[src/rtl/edge_decoder.sv]
// -----------------------------------------------------------------------------
// edge_decoder
//
// Rebuilds per-sample channel levels from a stream of edge records read back
// from capture memory. Each record toggles the channels selected by its edge
// mask, then presents the resulting level for in_count+1 samples.
//
// Ports
//   clk         sample/readout clock
//   nreset      asynchronous active-low reset
//   en          global enable; low freezes every register and drops in_ready
//   init_load   load init_value as the current level (only while IDLE)
//   init_value  starting level of the captured waveform
//   in_valid    edge record valid
//   in_ready    edge record accepted when in_valid & in_ready
//   in_edges    toggle mask applied on the record's first sample
//   in_count    extra repeat count (0 = one sample)
//   out_valid   reconstructed sample valid
//   out_ready   downstream accepts the sample
//   out_level   reconstructed channel level
//   out_edge    in_edges on a record's first sample, otherwise 0
//   sample_idx  index of the sample on out_level (only with the macro below)
//
// Build option
//   EDGE_DECODER_SAMPLE_IDX_EN  adds the 32-bit sample_idx output/counter.
// -----------------------------------------------------------------------------
module edge_decoder #(
    parameter int N  = 16,
    parameter int CW = 8
) (
    input  logic          clk,
    input  logic          nreset,
    input  logic          en,
    input  logic          init_load,
    input  logic [N-1:0]  init_value,
    input  logic          in_valid,
    output logic          in_ready,
    input  logic [N-1:0]  in_edges,
    input  logic [CW-1:0] in_count,
    output logic          out_valid,
    input  logic          out_ready,
    output logic [N-1:0]  out_level,
    output logic [N-1:0]  out_edge
`ifdef EDGE_DECODER_SAMPLE_IDX_EN
    ,
    output logic [31:0]   sample_idx
`endif
);

    typedef enum logic {
        IDLE   = 1'b0,
        EXPAND = 1'b1
    } state_t;

    state_t        state_q, state_d;
    logic [N-1:0]  lvl_q, lvl_d;
    logic [CW-1:0] rem_q, rem_d;
    logic [N-1:0]  level_q, level_d;
    logic [N-1:0]  edge_q, edge_d;

    logic          accept;
    logic          init_take;
    logic [N-1:0]  base_lvl;

    // Ready may rise combinationally from out_ready so the next record can be
    // taken on the same edge the last repeat of the current one is consumed.
    assign in_ready  = en & ((state_q == IDLE) |
                             ((state_q == EXPAND) & (rem_q == '0) & out_ready));
    assign accept    = in_valid & in_ready;
    assign init_take = en & init_load & (state_q == IDLE);
    // A same-cycle init_load takes effect before the record's toggle mask.
    assign base_lvl  = init_take ? init_value : lvl_q;

    always_comb begin
        state_d = state_q;
        lvl_d   = lvl_q;
        rem_d   = rem_q;
        level_d = level_q;
        edge_d  = edge_q;

        if (en) begin
            if (init_take) begin
                lvl_d = init_value;
            end

            if ((state_q == EXPAND) && out_ready) begin
                edge_d = '0;
                if (rem_q != '0) begin
                    rem_d = rem_q - 1'b1;
                end else if (!accept) begin
                    state_d = IDLE;
                end
            end

            // Accept in EXPAND only happens when rem==0 and the sample is
            // consumed, so this load cleanly replaces the finishing record.
            if (accept) begin
                lvl_d   = base_lvl ^ in_edges;
                level_d = base_lvl ^ in_edges;
                edge_d  = in_edges;
                rem_d   = in_count;
                state_d = EXPAND;
            end
        end
    end

    always_ff @(posedge clk or negedge nreset) begin
        if (!nreset) begin
            state_q <= IDLE;
            lvl_q   <= '0;
            rem_q   <= '0;
            level_q <= '0;
            edge_q  <= '0;
        end else begin
            state_q <= state_d;
            lvl_q   <= lvl_d;
            rem_q   <= rem_d;
            level_q <= level_d;
            edge_q  <= edge_d;
        end
    end

    assign out_valid = (state_q == EXPAND);
    assign out_level = level_q;
    assign out_edge  = edge_q;

`ifdef EDGE_DECODER_SAMPLE_IDX_EN
    logic [31:0] idx_q, idx_d;

    always_comb begin
        idx_d = idx_q;
        if (en) begin
            if (init_take) begin
                idx_d = '0;
            end else if (out_valid && out_ready) begin
                idx_d = idx_q + 32'd1;
            end
        end
    end

    always_ff @(posedge clk or negedge nreset) begin
        if (!nreset) begin
            idx_q <= '0;
        end else begin
            idx_q <= idx_d;
        end
    end

    assign sample_idx = idx_q;
`endif

endmodule

[config.mk]
export PLATFORM = sky130hd
export DESIGN_NAME = edge_decoder
export DESIGN_NICKNAME = d
export VERILOG_FILES = /design/src/rtl/edge_decoder.sv
export SDC_FILE = /design/constraint.sdc
export NUM_CORES = 1
export LEC_CHECK = 0
export CAP_MARGIN = 10
export CORE_UTILIZATION = 49
export DETAILED_ROUTE_END_ITERATION = 8
export PLACE_DENSITY_LB_ADDON = 0.15
export RECOVER_POWER = 25
export REMOVE_ABC_BUFFERS = 1
export SLEW_MARGIN = 5
export SYNTH_ARGS = -nofsm -noshare
export SYNTH_HDL_FRONTEND = slang
export SYNTH_SLANG_ARGS = --single-unit
[constraint.sdc]
create_clock -name clk -period 2.58 [get_ports clk]
set_input_delay 0.774 -clock clk [delete_from_list [all_inputs] [get_ports clk]]
set_output_delay 0.774 -clock clk [all_outputs]
set_load 0.01 [all_outputs]
==> flow_metrics.env, run 1 <==
export IMPL_status="completed"
export IMPL_grt_pass1_wl_mm=13.4
export IMPL_fin_area_mm2=0.00449
export IMPL_die_w_um=82.5
export IMPL_yosys_area_top_type="dfrtp_1"
export IMPL_firstDrtPassIters=4
export IMPL_fillers=458
export IMPL_routedWlPerCell_um=16.8
export IMPL_drc_errors=0
export IMPL_setup_viol_count_final=0
export IMPL_syn_instance_count=305
export IMPL_synth_seq_cells=57
export IMPL_final_seq_area_mm2=0.00143
export IMPL_cts_tree="done"
export IMPL_syn_avg_cell_area_um2=10.4
export IMPL_path_cells="dlygate4sd2_1, and3_4, a31oi_2, inv_1, clkdlybuf4s15_2"
export IMPL_row_count=28
export IMPL_path_buf_inv=3
export IMPL_grt_pass1_vias=2830
export IMPL_ys_top_cells_by_count="57 x dfrtp_1, 34 x nand2_1, 18 x and2_1, 18 x nand4_1"
export IMPL_totalWireLength_mm=8.16
export IMPL_criticalPathCategory="input pin to output port"
export IMPL_yosysSeqAreaShare=0.449
export IMPL_worstMarginPinSlew_ps=938
export IMPL_power_density_mw_per_mm2=935
export IMPL_coreArea_mm2=0.00610
export IMPL_synthFlopType="dfrtp_1"
export IMPL_intPower_w=0.00286
export IMPL_fin_util=0.737
export IMPL_grt_max_degree=33
export IMPL_synthDistinctLibCells=42
export IMPL_syn_area_mm2=0.00318
export IMPL_yosysTopAreaCellShare=0.449
export IMPL_dpl_hpwl_mm=5.52
export IMPL_post_route_period_util=0.971
export IMPL_power_frac_comb=0.410
export IMPL_period_needed_ps=2510
export IMPL_cts_root_buf="clkbuf_8"
export IMPL_layout_nets=455
export IMPL_crit_path_start_kind="input pin"
export IMPL_leakage_nw=2.11
export IMPL_initial_core_util=0.521
export IMPL_antenna_found_initial=0
export IMPL_hold_viol=0
export IMPL_htree_levels=3
export IMPL_gp_congestion=0.874
export IMPL_hold_path_class="input pin to asynchronous set/reset pin"
export IMPL_endpoint_kind="output port"
export IMPL_fin_skew_ps=9.69
export IMPL_p_sw_frac=0.320
export IMPL_grt_usage=0.265
export IMPL_io_pins=80
export IMPL_seqPwrFrac=0.360
export IMPL_fmax_mhz=399
export IMPL_vias=2791
export IMPL_cpLargestDelayFamily="buffers and inverters"
export IMPL_drtIter0Drc=122
export IMPL_cts_path_max_buffers=2
export IMPL_rrSetupSlack_ps=200
export IMPL_viasPerCell=5.73
export IMPL_required_ps=1810
export IMPL_relSlewSlack=0.375
export IMPL_multiInputGateArea_mm2=0.00167
export IMPL_path_clk_slew_ps=70
export IMPL_drv_cap=0
export IMPL_ys_warn_count=0
export IMPL_dieHeight_um=82.5
export IMPL_tns_ps=0
export IMPL_maxSlewViolCount=0
export IMPL_hold_ws_ps=474
export IMPL_insertion_delay_ps=340
export IMPL_synth_most_common_cell="dfrtp_1"
export IMPL_finalPower_w=0.00420
export IMPL_cp_slowest_cell="dlygate4sd2_1"
export IMPL_diodes=0
export IMPL_synth_edff_count=0
export IMPL_max_stage_delay_ps=310
export IMPL_clockPowerShare=0.231
export IMPL_yosys_top_cells_area="dfrtp_1 45%, mux2_2 5.7%, mux2i_1 5.0%, o311a_1 5.0%, xnor2_1 4.4%"
export IMPL_worst_ir_drop_vdd_mv=0.579
export IMPL_grt_overflow=0
export IMPL_placed_area_mm2=0.00423
export IMPL_arrival_ps=1730
export IMPL_cts_sinks=57
export IMPL_dieArea_mm2=0.00681
export IMPL_ant_nets=0
export IMPL_critPathMaxFanout=8
export IMPL_syn_to_final_growth_pct=41.4
export IMPL_cts_buffers=9
export IMPL_numPortBuffers=79
export IMPL_netSwitchingPower_w=0.00135
export IMPL_drive_gt1_frac=0.167
export IMPL_synthArstFlopShare=1.00
-- kinds of logic after synthesis --
logic type | Yosys count | share of synthesized area
multiplexers | 32 | 0.107
AND/OR/NAND/NOR | 98 | 0.165
XOR/XNOR | 32 | 0.0882
buffers and inverters | 27 | 0.0394
AO/OA/AOI/OAI | 57 | 0.144
flip-flops | 57 | 0.449
adder cells (fa/ha/maj) | 2 | 0.00787
-- placed cells by master, fill, tap and decap left out, drive strengths merged, types with 2 or more instances in the layout --
master         netlist  final
clkdlybuf4s50        0     75
dfrtp               57     57
nand2               34     34
buf                  8     29
and2                19     19
nand4               18     18
mux2i               16     16
xnor2               16     16
mux2                16     16
a21o                16     16
xor2                16     16
o311a               16     16
clkbuf              11     14
inv                  8      8
nor3                 8      8
o21ai                6      6
a21oi                5      5
nand3                4      4
nor2                 3      3
nand3b               2      2
o22ai                2      2
nor4                 2      2
a211oi               2      2
a22oi                2      2
a221o                2      2
ha                   2      2
clkinv               0      2
bufinv               0      2
dlygate4sd2          0      2
-- worst paths after layout --
| kind | from | endpoint | cells after the start |
|---|---|---|---|
| setup / recovery | en | in_ready | 5 |
| hold / removal | nreset | out_level[8] | 1 |
| setup reg to reg | rem_q[0] | out_level[11] | 6 |
| hold reg to reg | out_edge[4] | out_edge[4] | 1 |
| max in group asynchronous | nreset | out_level[10] | 2 |
| min in group clk | out_edge[4] | out_edge[4] | 1 |
-- per-layer routing --
| metal | up-vias | routed length (um) | GRT usage |
|---|---|---|---|
| li1 | 1324 | - | - |
| met1 | 1376 | 3680 | 0.346 |
| met2 | 83 | 3980 | 0.435 |
| met3 | 8 | 396 | 0.0451 |
| met4 | 0 | 104 | 0.109 |
| met5 | - | 0 | 0 |
-- what timing repair did --
item | CTS | global route
hold buffers | 0 | 0
gates resized for setup | 7 | 2
pin swaps | 1 | 0
setup endpoints to repair | 1 | 1
gates cloned | 0 | 0
buffers inserted | 1 | 1
-- through the flow --
step                      setup slack, ps  instances
after detailed placement             -499        469
after floorplan                     -1770        286
final                                73.6        487
after global placement               -437        469
after CTS                            18.8        486
after global routing                -5.38        487
-- flip-flops by register name, indices dropped and copies added (netlist names) --
| register | flops |
|---|---|
| lvl_q | 16 |
| out_edge | 16 |
| out_level | 16 |
| rem_q | 8 |
| out_valid | 1 |
-- power groups by stage --
| stage | clock network [W] | registers (W) | logic (W) |
|---|---|---|---|
| floorplan | 0 | 0.00156 | 0.000827 |
| finish | 0.000969 | 0.00151 | 0.00172 |
| CTS | 0.000986 | 0.00150 | 0.00172 |
| global route | 0.00103 | 0.00156 | 0.00187 |
| detailed placement | 0 | 0.00151 | 0.00170 |
| global placement | 0 | 0.00149 | 0.00166 |
-- final cells by class --
type,instances,share of cell area
clock inverters,5,0.0173
multi-input cells,221,0.371
clock buffers,11,0.0337
flip-flops and latches,57,0.317
inverters,8,0.00668
well taps,75,0.0209
repair buffers,110,0.233
(Power assumes the default switching activity.)
==> run 2: changes to the inputs <==
--- a/config.mk
+++ b/config.mk
@@ -6,8 +6,9 @@
 export NUM_CORES = 1
 export LEC_CHECK = 0
 export CAP_MARGIN = 10
-export CORE_UTILIZATION = 49
+export CORE_UTILIZATION = 63
 export DETAILED_ROUTE_END_ITERATION = 8
+export DONT_BUFFER_PORTS = 1
 export PLACE_DENSITY_LB_ADDON = 0.15
 export RECOVER_POWER = 25
 export REMOVE_ABC_BUFFERS = 1
==> flow_metrics.env, run 2 (same netlist as run 1, synthesis figures left out) <==
export IMPL_placed_cells=364
export IMPL_arrival_ps=1650
export IMPL_critPathMaxFanout=4
export IMPL_worstMarginPinSlew_ps=607
export IMPL_endpoint_kind="output port"
export IMPL_cts_hold_fix_buffers=0
export IMPL_cts_root_buf="clkbuf_8"
export IMPL_fin_skew_ps=17.0
export IMPL_setup_viol_count_final=0
export IMPL_ant_nets=0
export IMPL_criticalPathCategory="register to output port"
export IMPL_cpMostUsedCell="inv_1"
export IMPL_r2r_start="rem_q[0]"
export IMPL_tns_ps=0
export IMPL_layout_nets=356
export IMPL_p_sw_frac=0.326
export IMPL_hold_path_class="input pin to asynchronous set/reset pin"
export IMPL_grt_pass1_vias=2379
export IMPL_cts_buffers=9
export IMPL_period_needed_ps=2430
export IMPL_io_pins=80
export IMPL_antenna_found_initial=0
export IMPL_drc_errors=0
export IMPL_grt_usage=0.281
export IMPL_dieArea_mm2=0.00533
export IMPL_leakage_nw=1.70
export IMPL_drive_gt1_frac=0.138
export IMPL_path_clk_slew_ps=70
export IMPL_wl_met1_mm=3.01
export IMPL_cts_path_max_buffers=2
export IMPL_cts_tree="done"
export IMPL_grt_max_degree=58
export IMPL_totalWireLength_mm=6.87
export IMPL_gp_congestion=0.825
export IMPL_instances_no_fill=379
export IMPL_drv_cap=0
export IMPL_fin_area_mm2=0.00349
export IMPL_crit_path_start_kind="register"
export IMPL_netSwitchingPower_w=0.00116
export IMPL_insertion_delay_ps=330
export IMPL_final_cell_mix="57 x dfrtp_1, 34 x nand2_1, 18 x and2_1, 18 x nand4_1"
export IMPL_clockPowerShare=0.252
export IMPL_placed_area_mm2=0.00328
export IMPL_maxSlewViolCount=0
export IMPL_routedWlPerCell_um=18.1
export IMPL_grt_overflow=0
export IMPL_required_ps=1810
export IMPL_firstDrtPassIters=4
export IMPL_diodes=0
export IMPL_dpl_hpwl_mm=4.72
export IMPL_power_density_mw_per_mm2=1020
export IMPL_cts_sinks=57
export IMPL_status="completed"
export IMPL_coreArea_mm2=0.00479
export IMPL_relSlewSlack=0.595
export IMPL_route_met3_wl_um=444
export IMPL_routed_top_layer="met4"
export IMPL_rsz0062_at_grt="no"
export IMPL_cts_resized=0
export IMPL_initial_core_util=0.664
export IMPL_intPower_w=0.00239
export IMPL_hold_viol=0
export IMPL_die_w_um=73.0
export IMPL_post_route_period_util=0.941
export IMPL_seqPwrFrac=0.460
export IMPL_drtIter0Drc=147
export IMPL_wl_met2_mm=3.37
export IMPL_grt_pass1_wl_mm=11.4
export IMPL_path_cells="inv_1, ha_1, nor4b_1, buf_4, a31oi_1, inv_1"
export IMPL_cp_startpoint="rem_q[0]"
export IMPL_max_stage_delay_ps=400
export IMPL_dieHeight_um=73.0
export IMPL_htree_levels=3
export IMPL_numPortBuffers=0
export IMPL_vias=2402
export IMPL_cp_slowest_cell="dfrtp_1"
export IMPL_viasPerCell=6.34
export IMPL_power_frac_comb=0.288
export IMPL_post_cts_setup_buffers=0
export IMPL_worst_ir_drop_vdd_mv=0.736
export IMPL_mostFrequentLayoutCell="dfrtp_1"
export IMPL_syn_to_final_growth_pct=9.72
export IMPL_fmax_mhz=412
export IMPL_row_count=25
[run 2: cell count changes in the layout (fill, tap and decap cells not counted), moves of 2 or more]
cell,delta
buf_12,-2
buf_4,-16
dlygate4sd2_1,-2
clkdlybuf4s50_1,-75
[run 2: power by group through the flow]
stage               logic, W  registers, W  clock network (W)
floorplan           0.000827       0.00156                  0
global placement    0.000983       0.00162                  0
detailed placement   0.00102       0.00164                  0
CTS                  0.00103       0.00163           0.000903
global route         0.00113       0.00168           0.000940
finish               0.00102       0.00163           0.000893
[run 2: worst paths after layout]
kind | end | slack, ps | depth (start not counted)
max reg2reg | rem_q[3] | 190 | 7
max | in_ready | 150 | 6
min | rem_q[2] | 130 | 0
max in group asynchronous | out_level[15] | 2330 | 0
min reg2reg | out_edge[12] | 550 | 1
min in group clk | out_edge[12] | 550 | 1
[run 2: worst max-delay path, delay by kind of cell, from the launching register on]
kind,cells,cell delay [ps]
AOI/OAI and AO/OA,1,90
DFF,1,400
buffers and inverters,3,430
and+or+nand+nor,1,240
adders and majority gates,1,160
[run 2: per-stage QoR]
step / utilization / worst slack (ps) / power (W) / hold slack (ps)
floorplan: - / -1770 / 0.00238 / 478
global placement: 0.685 / 264 / 0.00261 / 480
detailed placement: 0.685 / 203 / 0.00266 / 480
CTS: 0.729 / 148 / 0.00356 / 128
global route: 0.729 / 12.3 / 0.00376 / 118
finish: 0.729 / 151 / 0.00355 / 134
[run 2: layout make-up]
type | count | area (um^2)
clock buffer | 12 | 145
inverter | 8 | 30.0
clock inverter | 3 | 65.1
timing repair buffer | 11 | 95.1
multi-input combinational | 221 | 1640
sequential | 57 | 1430
tap | 67 | 83.8
fill | 354 | 1300
[run 2: metal layers]
metal,vias up,GRT usage
li1,1120,-
met1,1205,0.391
met2,73,0.438
met3,4,0.0635
met4,0,0.0893
met5,-,0
==> run 3: changes to the inputs <==
==> constraint.sdc (replaced) <==
create_clock -name clk -period 2.58 [get_ports clk]
set_input_delay 0.516 -clock clk [delete_from_list [all_inputs] [get_ports clk]]
set_output_delay 0.516 -clock clk [all_outputs]
set_load 0.01 [all_outputs]
==> flow_metrics.env, run 3 (same netlist as run 1, synthesis figures left out) <==
export IMPL_hold_ws_ps=342
export IMPL_mostFrequentLayoutCell="dfrtp_1"
export IMPL_cts_tree="done"
export IMPL_io_pins=80
export IMPL_initial_core_util=0.664
export IMPL_grt_overflow=0
export IMPL_route_met3_wl_um=601
export IMPL_status="completed"
export IMPL_die_w_um=73.0
export IMPL_wl_met2_mm=3.48
export IMPL_required_ps=2800
export IMPL_drv_cap=0
export IMPL_endpoint_kind="register"
export IMPL_htree_levels=3
export IMPL_hold_viol=0
export IMPL_syn_to_final_growth_pct=8.31
export IMPL_grt_pass1_wl_mm=11.4
export IMPL_dieHeight_um=73.0
export IMPL_firstDrtPassIters=4
export IMPL_regToRegEndpoint="rem_q[3]"
export IMPL_cts_buffers=9
export IMPL_post_cts_setup_buffers=0
export IMPL_cts_root_buf="clkbuf_8"
export IMPL_antenna_found_initial=0
export IMPL_period_needed_ps=2410
export IMPL_routedWlPerCell_um=18.9
export IMPL_grt_pass1_vias=2312
export IMPL_fin_util=0.719
export IMPL_row_count=25
export IMPL_placed_area_mm2=0.00327
export IMPL_viasPerCell=6.28
export IMPL_cts_sinks=57
export IMPL_path_clk_slew_ps=60
export IMPL_critPathMaxFanout=15
export IMPL_drc_errors=0
export IMPL_numPortBuffers=0
export IMPL_setup_viol_count_final=0
export IMPL_fmax_mhz=415
export IMPL_rrSetupSlack_ps=170
export IMPL_grt_usage=0.288
export IMPL_maxSlewViolCount=0
export IMPL_final_cell_mix="57 x dfrtp_1, 34 x nand2_1, 18 x and2_1, 18 x nand4_1"
export IMPL_grt_max_degree=58
export IMPL_worstMarginPinSlew_ps=1400
export IMPL_rsz0062_at_grt="no"
export IMPL_hold_path_endpoint="rem_q[1]"
export IMPL_cts_path_max_buffers=2
export IMPL_insertion_delay_ps=330
export IMPL_hold_start="in_count[1]"
export IMPL_drtIter0Drc=290
export IMPL_gp_congestion=0.830
export IMPL_crit_path_start_kind="register"
export IMPL_totalWireLength_mm=7.09
export IMPL_relSlewSlack=0.0670
export IMPL_worst_ir_drop_vdd_mv=0.512
export IMPL_dieArea_mm2=0.00533
export IMPL_routed_top_layer="met4"
export IMPL_post_route_period_util=0.933
export IMPL_wl_met1_mm=2.94
export IMPL_fin_area_mm2=0.00344
export IMPL_arrival_ps=2630
export IMPL_ant_nets=0
export IMPL_layout_nets=353
export IMPL_criticalPathCategory="register to register"
export IMPL_r2r_start="rem_q[0]"
export IMPL_reg2reg_depth=7
export IMPL_hold_path_class="input pin to register"
export IMPL_power_density_mw_per_mm2=980
export IMPL_drive_gt1_frac=0.133
export IMPL_vias=2361
export IMPL_diodes=0
export IMPL_fin_skew_ps=8.21
export IMPL_whs_path_depth=2
export IMPL_dpl_hpwl_mm=4.76
export IMPL_coreArea_mm2=0.00479
export IMPL_leakage_nw=1.67
run 3: repair_timing:
action                     4_1_cts  5_1_grt
hold endpoints to repair        57        0
setup endpoints to repair        0        1
hold buffers                     1        0
gates resized for setup          0        1
run 3: per-stage QoR:
step / worst slack (ps) / cells / total power [W] / setup TNS [ps]
floorplan: -1770 / 286 / 0.00238 / -84570
global placement: 232 / 360 / 0.00260 / 0
detailed placement: 160 / 360 / 0.00266 / 0
CTS: 133 / 376 / 0.00339 / 0
global route: 32.4 / 376 / 0.00358 / 0
finish: 173 / 376 / 0.00337 / 0
run 3: routing by layer:
| layer | global-route usage | up-vias |
|---|---|---|
| met1 | 0.374 | 1145 |
| met2 | 0.463 | 94 |
| met5 | 0 | - |
| met3 | 0.0967 | 8 |
| li1 | - | 1114 |
| met4 | 0.0784 | 0 |
run 3: area by class of cell:
cell class,count,area (um^2)
clock inverters,4,20.0
well taps,67,83.8
multi-input cells,221,1640
clock buffers,11,141
fillers,358,1340
repair buffers,8,98.8
inverters,8,30.0
flip-flops and latches,57,1430
run 3: worst max path at each step:
stage | endpoint | from | depth (start not counted) | slack, ps
after floorplan | rem_q[3] | rem_q[0] | 6 | -1770
after global placement | rem_q[3] | rem_q[0] | 7 | 230
after detailed placement | rem_q[3] | rem_q[0] | 7 | 160
after CTS | rem_q[3] | rem_q[0] | 7 | 130
after global routing | rem_q[3] | rem_q[0] | 7 | 30
final | rem_q[3] | rem_q[0] | 7 | 170
run 3: power breakdown:
part	switching, W	internal [W]	total [W]
logic	0.000459	0.000572	0.00103
registers	0.000391	0.00125	0.00164
clock network	0.000343	0.000362	0.000705
run 3: critical path, cell delays in order, from the launching register on:
cell and delay, ps:
dfrtp_1 400, inv_1 130, ha_1 170, or4b_4 490, o41ai_4 460, buf_6 230
o21ai_0 100, a221o_1 320
